`config.mk`:
```
export PLATFORM = sky130hd
export DESIGN_NAME = scs8hd_a2111oi_bist
export DESIGN_NICKNAME = d
export VERILOG_FILES = /design/src/rtl/scs8hd_a2111oi_bist.sv
export SDC_FILE = /design/constraint.sdc
export NUM_CORES = 1
export LEC_CHECK = 0
export ABC_AREA = 1
export BUFFER_PORTS_ARGS = -buffer_cell sky130_fd_sc_hd__buf_2
export CORE_MARGIN = 2
export CORE_UTILIZATION = 60
export CTS_CLUSTER_DIAMETER = 100
export DETAILED_ROUTE_END_ITERATION = 16
export PLACE_DENSITY = 0.83
export RECOVER_POWER = 100
export SLEW_MARGIN = 0
export SYNTH_ARGS = -nofsm -noshare
export SYNTH_HDL_FRONTEND = slang
export SYNTH_SLANG_ARGS = --single-unit
```
`constraint.sdc`:
```
create_clock -name CLK -period 3.7 [get_ports CLK]
set_clock_uncertainty 0.15 [all_clocks]
set_input_delay 0.74 -clock CLK [delete_from_list [all_inputs] [get_ports CLK]]
set_output_delay 0.74 -clock CLK [all_outputs]
set_load 0.005 [all_outputs]
```
`src/rtl/scs8hd_a2111oi_bist.sv`:
```
// Self-test sequencer for the a2111oi AOI cell: sweeps all 32 input vectors, samples Y after a
// settle time and counts mismatches. Define SC_BIST_MISR_EN to add the 8-bit response MISR on SIG.
module scs8hd_a2111oi_bist #(
  parameter int unsigned SETTLE_CYCLES = 2,
  parameter int unsigned ERR_W         = 6
) (
  input  logic             CLK,
  input  logic             RESET,
  input  logic             START,
  input  logic             Y_IN,
  output logic             A1,
  output logic             A2,
  output logic             B1,
  output logic             C1,
  output logic             D1,
  output logic             BUSY,
  output logic             DONE,
  output logic             PASS,
`ifdef SC_BIST_MISR_EN
  output logic [7:0]       SIG,
`endif
  output logic [ERR_W-1:0] ERRCNT
);

  typedef enum logic [1:0] {StIdle, StRun, StDone} state_e;

  localparam logic [3:0] SettleLast = 4'(SETTLE_CYCLES);

  state_e           state_q, state_d;
  logic [4:0]       vec_q, vec_d;
  logic [4:0]       stim_q, stim_d;
  logic [3:0]       scnt_q, scnt_d;
  logic [ERR_W-1:0] errcnt_q, errcnt_d;
  logic             busy_q, busy_d;
  logic             done_q, done_d;
  logic             pass_q, pass_d;
  logic             exp_y;
  logic             mismatch;
`ifdef SC_BIST_MISR_EN
  logic [7:0]       sig_q, sig_d;
`endif

  assign exp_y = ~((vec_q[4] & vec_q[3]) | vec_q[2] | vec_q[1] | vec_q[0]);

  // An X/Z on Y_IN must register as a failure in simulation.
`ifdef SYNTHESIS
  assign mismatch = (Y_IN != exp_y);
`else
  assign mismatch = (Y_IN !== exp_y);
`endif

  always_comb begin
    state_d  = state_q;
    vec_d    = vec_q;
    stim_d   = stim_q;
    scnt_d   = scnt_q;
    errcnt_d = errcnt_q;
    busy_d   = busy_q;
    done_d   = done_q;
    pass_d   = pass_q;
`ifdef SC_BIST_MISR_EN
    sig_d    = sig_q;
`endif
    unique case (state_q)
      StIdle, StDone: begin
        if (START) begin
          state_d  = StRun;
          vec_d    = 5'd0;
          stim_d   = 5'd0;
          scnt_d   = 4'd0;
          errcnt_d = '0;
          busy_d   = 1'b1;
          done_d   = 1'b0;
          pass_d   = 1'b0;
`ifdef SC_BIST_MISR_EN
          sig_d    = 8'hFF;
`endif
        end
      end
      StRun: begin
        if (scnt_q != SettleLast) begin
          scnt_d = scnt_q + 4'd1;
        end else begin
          scnt_d = 4'd0;
          if (mismatch && (errcnt_q != '1)) begin
            errcnt_d = errcnt_q + ERR_W'(1);
          end
`ifdef SC_BIST_MISR_EN
          sig_d = {sig_q[6:0], sig_q[7] ^ sig_q[5] ^ sig_q[4] ^ sig_q[3] ^ Y_IN};
`endif
          if (vec_q == 5'd31) begin
            state_d = StDone;
            stim_d  = 5'd0;
            busy_d  = 1'b0;
            done_d  = 1'b1;
            pass_d  = (errcnt_d == '0);
          end else begin
            vec_d  = vec_q + 5'd1;
            stim_d = vec_q + 5'd1;
          end
        end
      end
      default: state_d = StIdle;
    endcase
  end

  always_ff @(posedge CLK) begin
    if (RESET) begin
      state_q  <= StIdle;
      vec_q    <= 5'd0;
      stim_q   <= 5'd0;
      scnt_q   <= 4'd0;
      errcnt_q <= '0;
      busy_q   <= 1'b0;
      done_q   <= 1'b0;
      pass_q   <= 1'b0;
`ifdef SC_BIST_MISR_EN
      sig_q    <= 8'h00;
`endif
    end else begin
      state_q  <= state_d;
      vec_q    <= vec_d;
      stim_q   <= stim_d;
      scnt_q   <= scnt_d;
      errcnt_q <= errcnt_d;
      busy_q   <= busy_d;
      done_q   <= done_d;
      pass_q   <= pass_d;
`ifdef SC_BIST_MISR_EN
      sig_q    <= sig_d;
`endif
    end
  end

  assign {A1, A2, B1, C1, D1} = stim_q;
  assign BUSY   = busy_q;
  assign DONE   = done_q;
  assign PASS   = pass_q;
  assign ERRCNT = errcnt_q;
`ifdef SC_BIST_MISR_EN
  assign SIG    = sig_q;
`endif

endmodule
```
# Word-level counts from Yosys, hierarchy flattened
# Index checks and enable logic that the tools add are counted.
# totals
reg_bits	25
inputBits	4
output_inout_bits	14
# op_classes
n_addsub	3
mux	31
eq_ne	10
n_reduce_logical	10
bitwise_logic	5
# op_table
cell	n
2-to-1 mux 6 bit	5
2-to-1 mux 5 bit	5
case mux 5 bit (2 select lines)	2
case mux 6 bit (2 select lines)	1
2-to-1 mux 1 bit	8
2-to-1 mux 4 bit	2
inequality test 2 bit (second input constant)	4
case mux 4 bit (2 select lines)	1
AND reduction 4 bit	2
adder 6 x 1 -> 6 bit (second input constant)	1
logical NOT 6 bit	1
2-to-1 mux 2 bit	3
inequality test 6 bit (second input constant)	1
case mux 1 bit (2 select lines)	3
AND reduction 3 bit	2
adder 5 x 1 -> 5 bit (second input constant)	1
equality test 5 bit (second input constant)	1
adder 4 x 1 -> 4 bit (second input constant)	1
inequality test 4 x 2 -> 1 bit (second input constant)	1
case mux 2 bit (2 select lines)	1
bitwise OR 1 bit	3
equality test 2 x 1 -> 1 bit (second input constant)	1
equality test 2 bit (second input constant)	1
logical NOT 2 bit	1
7 further kinds	7

# Depth between registers and ports, before layout
# Gate-level depths: netlist of the first run.
# depth
depth_word	14
ltp_mapped	11
depth_no_buf	11

# Worst setup path before layout of the first run
# OpenSTA, ideal clock, no wires.
# synth_path
path_type	register to register
start	register vec_q[0]
end	register pass_q (netlist: PASS)
t_arrival_ps	1510
t_required_ps	3484
path_buffers	0
stages_incl_launch_ff	11
period_less_slack_ps	1726
setup_ps	66
setup_slack_ps	1974
path_cell_list	dfxtp_1 > ha_1 > nand2_1 > nor2_1 > ha_1 > inv_1 > nor3_2 > nand3_1 > nor2_2 > nand3_1 > a21oi_2
# synth_via
elab_chain_len	11
elab_cells_between_ends	14
classes_between	eq/ne (3); mux (6); bitwise (2); reduce/logical (3)
# synth_lines
element	line	rtl
start, declared	30	logic [4:0] vec_q, vec_d;
start signal, assigned	122	vec_q <= vec_d;
bitwise OR 1 bit	43	assign exp_y = ~((vec_q[4] & vec_q[3]) | vec_q[2] | vec_q[1] | vec_q[0]);
NOT 1 bit	43	
inequality test 1 bit	47	assign mismatch = (Y_IN != exp_y);
logical AND 1 bit	85	if (mismatch && (errcnt_q != '1)) begin
2-to-1 mux 6 bit	85	
2-to-1 mux 6 bit	81	if (scnt_q != SettleLast) begin
2-to-1 mux 6 bit	64	unique case (state_q)
logical NOT 6 bit	96	pass_d = (errcnt_d == '0);
2-to-1 mux 1 bit	91	if (vec_q == 5'd31) begin
2-to-1 mux 1 bit	81	
case mux 1 bit (2 select lines)	64	
end signal, assigned	128	pass_q <= pass_d;
end, declared	36	logic pass_q, pass_d;
# Parallel ways exist; a longest one is shown, timed or not. The select of a mux whose other input is x is not followed.
# A chain may end at the register's enable or synchronous reset.

# Worst setup path after layout of the first run
# layout_path
start	register scnt_q[0]
end	register done_q (netlist: DONE)
# layout_via
elab_chain_len	3
# layout_lines
element	line	rtl
start, declared	32	logic [3:0] scnt_q, scnt_d;
start signal, assigned	124	scnt_q <= scnt_d;
inequality test 4 x 2 -> 1 bit	81	
inequality test 2 bit (no source line)	--	
AND reduction 4 bit (no source line)	--	
end signal, assigned	127	done_q <= done_d;
end, declared	35	logic done_q, done_d;
# No other way between the ends.

==> results_dict.tcl, run 1 <==
set metrics [dict create \
    portBuffers 17 \
    tns_ns 0 \
    synth_area_leaders "dfxtp_1 (38%), nand2_1 (10%), a21oi_1 (6.8%)" \
    htreeDepth 1 \
    drive_gt1_frac 0.182 \
    n_antenna_cell 0 \
    finalMaxSlewViolations 0 \
    hold_violations 0 \
    post_drt_via_cell_ratio 5.35 \
    dr_wl_met2_um 1430 \
    ir_drop_v 0.000331 \
    yosys-top-cells-count "nand2_1 (37), dfxtp_1 (25), inv_1 (21)" \
    ys_async_sr_fraction 0 \
    timing.fmax_ghz 0.477 \
    crit_required_ns 3.76 \
    cts_buffer_depth 2 \
    dp_cells 222 \
    dr_wl_met3_um 60 \
    antenna_found_initial 0 \
    wirelength_um 2820 \
    drc 0 \
    insertion_delay_ns 0.32 \
    topRoutingLayerUsed "met4" \
    critPathArrivalTime_ns 2.16 \
    cp_max_fo 7 \
    startpoint_type "flip-flop" \
    avgRoutedWirePerCell_um 12.5 \
    crit_path_end_kind "flip-flop" \
    netlist.area_leader.share 0.377 \
    finalWeightedCongestion 0.862 \
    drt-met1-wl_um 1300 \
    grt_pass1_wl_um 4910 \
    io_pins 18 \
    cp_top_family "simple AND/OR/NAND/NOR gates" \
    synth_ff_type "dfxtp_1" \
    timing.final.ws_setup_ns 1.60 \
    rows 17 \
    dp.final_hpwl_um 2150 \
    cts_tree "built" \
    synth_area_per_cell_um2 7.41 \
    path_clk_slew_ns 0.13 \
    crit_top_cell "inv_1" \
    ctsResizeCount 0 \
    maxCapViolations 0 \
    synthCells 179 \
    nets 208 \
    cts_setup_buffers 0 \
    ctsHoldBuffers 0 \
    ant_nets 0 \
    power_per_cell_area_nw_per_um2 356 \
    final_util 0.671 \
    first_global_vias 1165 \
    worst_pin_slew_ns 0.408 \
    power.total_w 0.000513 \
    grt_overflow 0 \
    fin_crit_sh 0.567 \
    grt_max_degree 18 \
    clock-root-buffer "clkbuf_4" \
    first_iter_violations 25 \
    track_usage 0.245 \
    die_area_um2 2600 \
    dr.pass1.iters 4 \
    vias 1210 \
    ys_types 27 \
    ys_ff_latch 25 \
    cts_buffers 3 \
    syn-num-nets 188 \
    final_cells 226 \
    clock_sinks 25 \
    synth_edf_count 0 \
    synth_area_leader_cell "dfxtp_1" \
    worstSetupPathType "flip-flop to flip-flop" \
    run_status "finished, final reports clean" \
    hold_path.class "flip-flop to flip-flop" \
    ys_seq_area_frac 0.377 \
    synth_most_common_cell "nand2_1" \
    grt_setup_unrepaired "no" \
    cp_slowest_cell "nor3b_1" \
    cp_cell_sequence "inv_1 -> ha_1 -> nor3b_1 -> nor2_1 -> inv_1 -> nand2_1 -> inv_1 -> nand2_1 -> a21oi_1 -> nor2_1" \
    die_y_um 51.0 \
    worst-path-buf-inv 3 \
    area_delta_synth_final_pct 8.68 \
    finalSetupViolCount 0 \
    dieWidth_um 51.0 \
    max_stage_delay_ns 0.37 \
    core_um2 2150 \
    maxSlewHeadroom 0.728 \
    fin_crit_ns 2.10 \
    p_leak_nw 0.623 \
    start_util 0.617 \
    yosysWarnings 0 \
    post-place-ws_ns 1.75 \
    syn-cell-area_um2 1330 \
]
==> metal layers <==
layer,global-route usage,up-vias
li1,-,621
met1,0.295,565
met2,0.457,19
met3,0.0175,5
met4,0.0811,0
met5,0,-
==> cells in the final DEF, fill, tap and decap left out <==
master / Yosys / routed
a211oi_1: 1 / 1
a21oi_1: 18 / 18
a21oi_2: 1 / 1
a31oi_1: 1 / 1
buf_2: 0 / 13
clkbuf_1: 1 / 5
clkbuf_4: 0 / 3
clkinv_2: 1 / 1
dfxtp_1: 25 / 25
ha_1: 5 / 5
inv_1: 21 / 21
inv_2: 1 / 1
nand2_1: 37 / 38
nand2_2: 10 / 9
nand3_1: 13 / 13
nand3_2: 1 / 1
nand3_4: 2 / 2
nand4_1: 3 / 3
nor2_1: 14 / 15
nor2_2: 1 / 1
nor2_4: 2 / 1
nor3_2: 1 / 1
nor3b_1: 0 / 1
o211ai_1: 1 / 1
o21ai_0: 7 / 7
o22ai_1: 3 / 3
or2_2: 2 / 2
xor2_1: 5 / 5
==> worst register-to-register path: cells and delay by family (launching register included) <==
kind	cells	cell delay [ns]
adder cells (fa/ha/maj)	1	0.15
buffers and inverters	3	0.37
AO/OA/AOI/OAI	1	0.15
flip-flops	1	0.35
AND/OR/NAND/NOR	5	0.83
==> layout make-up <==
class	instances	area [um2]
Clock buffer	4	26.3
Fill cell	215	707
Inverter	23	87.6
Multi-Input combinational cell	129	712
Sequential cell	25	500
Tap cell	28	35.0
Timing Repair Buffer	17	80.1
==> state kept, by name, summed over array words and instances, names as in the netlist <==
signal   count
ERRCNT       6
stim_q       5
vec_q        5
scnt_q       4
state_q      2
BUSY         1
DONE         1
PASS         1
==> cells by family after synthesis <==
kind of cell,after synthesis,synth area share
compound gates,32,0.131
xor+xnor,5,0.0330
fa+ha+maj,5,0.0472
buf+inv,25,0.0745
flops,25,0.377
simple gates,87,0.337
==> power breakdown <==
group	switching (W)	total (W)	internal [W]	leakage, nW
logic	0.0000717	0.000103	0.0000311	0.405
registers	0.0000101	0.000292	0.000282	0.203
clock network	0.0000758	0.000118	0.0000422	0.0150
==> final timing paths <==
path | from | end | slack (ns) | cells after the start
max | scnt_q[0] | DONE | 1.60 | 10
min | stim_q[3] | stim_q[3] | 0.32 | 2
max reg2reg | scnt_q[0] | DONE | 1.60 | 10
min reg2reg | stim_q[3] | stim_q[3] | 0.32 | 2
==> stage by stage <==
| step | hold slack, ns | instance area [um2] |
|---|---|---|
| 2_1_floorplan | 0.303 | 1330 |
| 5_1_grt | 0.353 | 1440 |
| 3_3_place_gp | 0.295 | 1440 |
| 6_report | 0.317 | 1440 |
| 4_1_cts | 0.320 | 1460 |
| 3_5_place_dp | 0.301 | 1440 |
No activity file was read; power rests on OpenSTA's default activity.
==> run 2, diff against run 1 <==
ABC_AREA = 0   (was 1)
CORE_UTILIZATION = 50   (was 60)
PLACE_DENSITY = 0.74   (was 0.83)
clock period = 1.8 ns   (was 3.7 ns; I/O delays follow)
==> run 2 against run 1 <==
Against the previous run:
- final area grew 15%
- setup slack lost 1.6 ns
- sequential share of layout area shrank 4.1 points
- maximum frequency grew 17%
- synthesized cell count shrank 13%
- non-clock buffer count grew 21
- combinational power grew 70%
- sequential power grew 96%
- synthesized area shrank 5.4%
- total power grew 98%
- global-route usage shrank 1.7 points
- critical path type unchanged
- highest routed layer unchanged
==> results_dict.tcl, run 2 <==
set metrics [dict create \
    cts_buffers 3 \
    fin_crit_sh 0.995 \
    synth_area_leaders "dfxtp_1 (40%), a21oi_1 (7.6%), nand2_1 (6.9%)" \
    clock_sinks 25 \
    max_stage_delay_ns 0.54 \
    synth_most_common_cell "dfxtp_1" \
    synth_area_per_cell_um2 8.10 \
    netlist.area_leader.share 0.399 \
    insertion_delay_ns 0.34 \
    antenna_found_initial 0 \
    most-common-layout-cells "dfxtp_1 (22), nand2_1 (22), a21oi_1 (17), buf_4 (17), nor2_1 (13)" \
    avgRoutedWirePerCell_um 14.3 \
    rows 18 \
    die_area_um2 2930 \
    hold_path.class "input port to flip-flop" \
    crit_path_end_kind "flip-flop" \
    grt_max_degree 15 \
    wirelength_um 3180 \
    cp_cell_sequence "ha_4 -> and3_4 -> ha_4 -> or4_4 -> a21oi_2" \
    first_global_vias 1149 \
    core_um2 2430 \
    critPathArrivalTime_ns 1.92 \
    maxCapViolations 0 \
    ys_types 36 \
    track_usage 0.229 \
    die_y_um 54.1 \
    fillerInstances 202 \
    ant_nets 0 \
    grt_pass1_wl_um 4960 \
    synth_ff_type "dfxtp_1" \
    start_util 0.516 \
    synth_edf_count 0 \
    maxSlewHeadroom 0.719 \
    tns_ns 0 \
    ys_seq_area_frac 0.399 \
    power.total_w 0.00102 \
    crit_required_ns 1.93 \
    cp_slowest_cell "or4_4" \
    final_util 0.684 \
    yosysWarnings 0 \
    ir_drop_v 0.000777 \
    drive_gt1_frac 0.290 \
    hold_violations 0 \
    grt_setup_unrepaired "yes" \
    htreeDepth 1 \
    vias 1284 \
    dr.pass1.iters 4 \
    timing.fmax_ghz 0.558 \
    first_iter_violations 31 \
    ys_async_sr_fraction 0 \
    nets 203 \
    placed_area_um2 1510 \
    cp_max_fo 5 \
    yosys-top-cells-count "dfxtp_1 (25), nand2_1 (23), a21oi_1 (19)" \
    io_pins 18 \
    crit_top_cell "ha_4" \
    ys_ff_latch 25 \
    finalWeightedCongestion 0.876 \
    clock-root-buffer "clkbuf_4" \
    post_drt_via_cell_ratio 5.76 \
    syn-cell-area_um2 1250 \
    finalSetupViolCount 0 \
    finalMaxSlewViolations 0 \
    run_status "finished, final reports clean" \
    synth_area_leader_cell "dfxtp_1" \
    p_leak_nw 0.639 \
    cts_buffer_depth 2 \
    power_per_cell_area_nw_per_um2 611 \
    n_antenna_cell 0 \
    fin_crit_ns 1.79 \
    area_delta_synth_final_pct 32.6 \
    synthCells 155 \
    grt_overflow 0 \
    worstSetupPathType "flip-flop to flip-flop" \
    worst_pin_slew_ns 0.421 \
    dp.final_hpwl_um 2220 \
    portBuffers 17 \
    path_clk_slew_ns 0.15 \
    drc 0 \
    cts_tree "built" \
    startpoint_type "flip-flop" \
    ctsHoldBuffers 0 \
    largest_register_ffs 6 \
    dieWidth_um 54.1 \
    syn-num-nets 164 \
    fin_area_um2 1660 \
]
## run 2: cell count changes after synthesis, sizes merged, moves of 3 or more
cell,previous run,this run
a31oi,1,4
and2,0,5
inv,22,6
nand2,47,23
nand3,16,7
nor2b,0,3
## run 2: per-layer routing
layer  track usage  vias to the layer above  part of all wire
li1              -                      636                 -
met1         0.296                      616              0.46
met2         0.392                       29              0.49
met3        0.0250                        3             0.046
met4        0.0792                        0            0.0079
met5             0                        -                 0
## run 2: final cells by class
| cell class | count | area [um2] | area share |
|---|---|---|---|
| Multi-Input combinational cell | 120 | 840 | 0.505 |
| Sequential cell | 25 | 509 | 0.306 |
| Timing Repair Buffer | 38 | 228 | 0.137 |
| Tap cell | 30 | 37.5 | 0.0226 |
| Clock buffer | 3 | 22.5 | 0.0135 |
| Inverter | 6 | 22.5 | 0.0135 |
| Clock inverter | 1 | 5.00 | 0.00301 |
## run 2: final timing paths
check                    to  startpoint  slack [ns]  cells past startpoint
setup / recovery   vec_q[0]    vec_q[0]       0.009                      5
hold / removal    scnt_q[3]       RESET        0.15                      2
setup reg to reg   vec_q[0]    vec_q[0]       0.009                      5
hold reg to reg   stim_q[1]   stim_q[1]        0.32                      2
## run 2: report_power, final
part | internal (W) | leakage (nW) | switching (W)
clock | 0.0000837 | 0.0177 | 0.000185
combinational | 0.0000758 | 0.417 | 0.0000988
sequential | 0.000563 | 0.204 | 0.0000100
total | 0.000723 | 0.639 | 0.000294
## run 2: stage by stage
step | hold slack, ns | instances | setup slack, ns
5_1_grt | 0.153 | 223 | -0.0397
3_3_place_gp | 0.288 | 216 | -0.0135
3_5_place_dp | 0.295 | 216 | -0.120
4_1_cts | 0.140 | 220 | -0.0136
2_1_floorplan | 0.295 | 155 | 0.00521
6_report | 0.151 | 223 | 0.00920
## run 2: timing repair
| action | in CTS | in global routing |
|---|---|---|
| resized for setup | 7 | 25 |
| pin swaps | 0 | 7 |
| endpoints found under the setup margin | 13 | 17 |
| setup buffers | 0 | 3 |
## run 2: cells by family after synthesis
| group | count (synthesis) | synth area share |
|---|---|---|
| AOI/OAI and AO/OA | 43 | 0.222 |
| xor gates and xnor gates | 5 | 0.0349 |
| adders and majority gates | 5 | 0.0499 |
| buffers and inverters | 10 | 0.0309 |
| DFF | 25 | 0.399 |
| muxes | 1 | 0.00798 |
| and+or+nand+nor | 66 | 0.255 |
## run 2: worst max-delay path, delay by kind of cell, from the launching register on
kind / cells / cell delay, ns
AND/OR/NAND/NOR: 2 / 0.71
adder cells (fa/ha/maj): 2 / 0.33
flip-flops: 1 / 0.40
AO/OA/AOI/OAI: 1 / 0.14
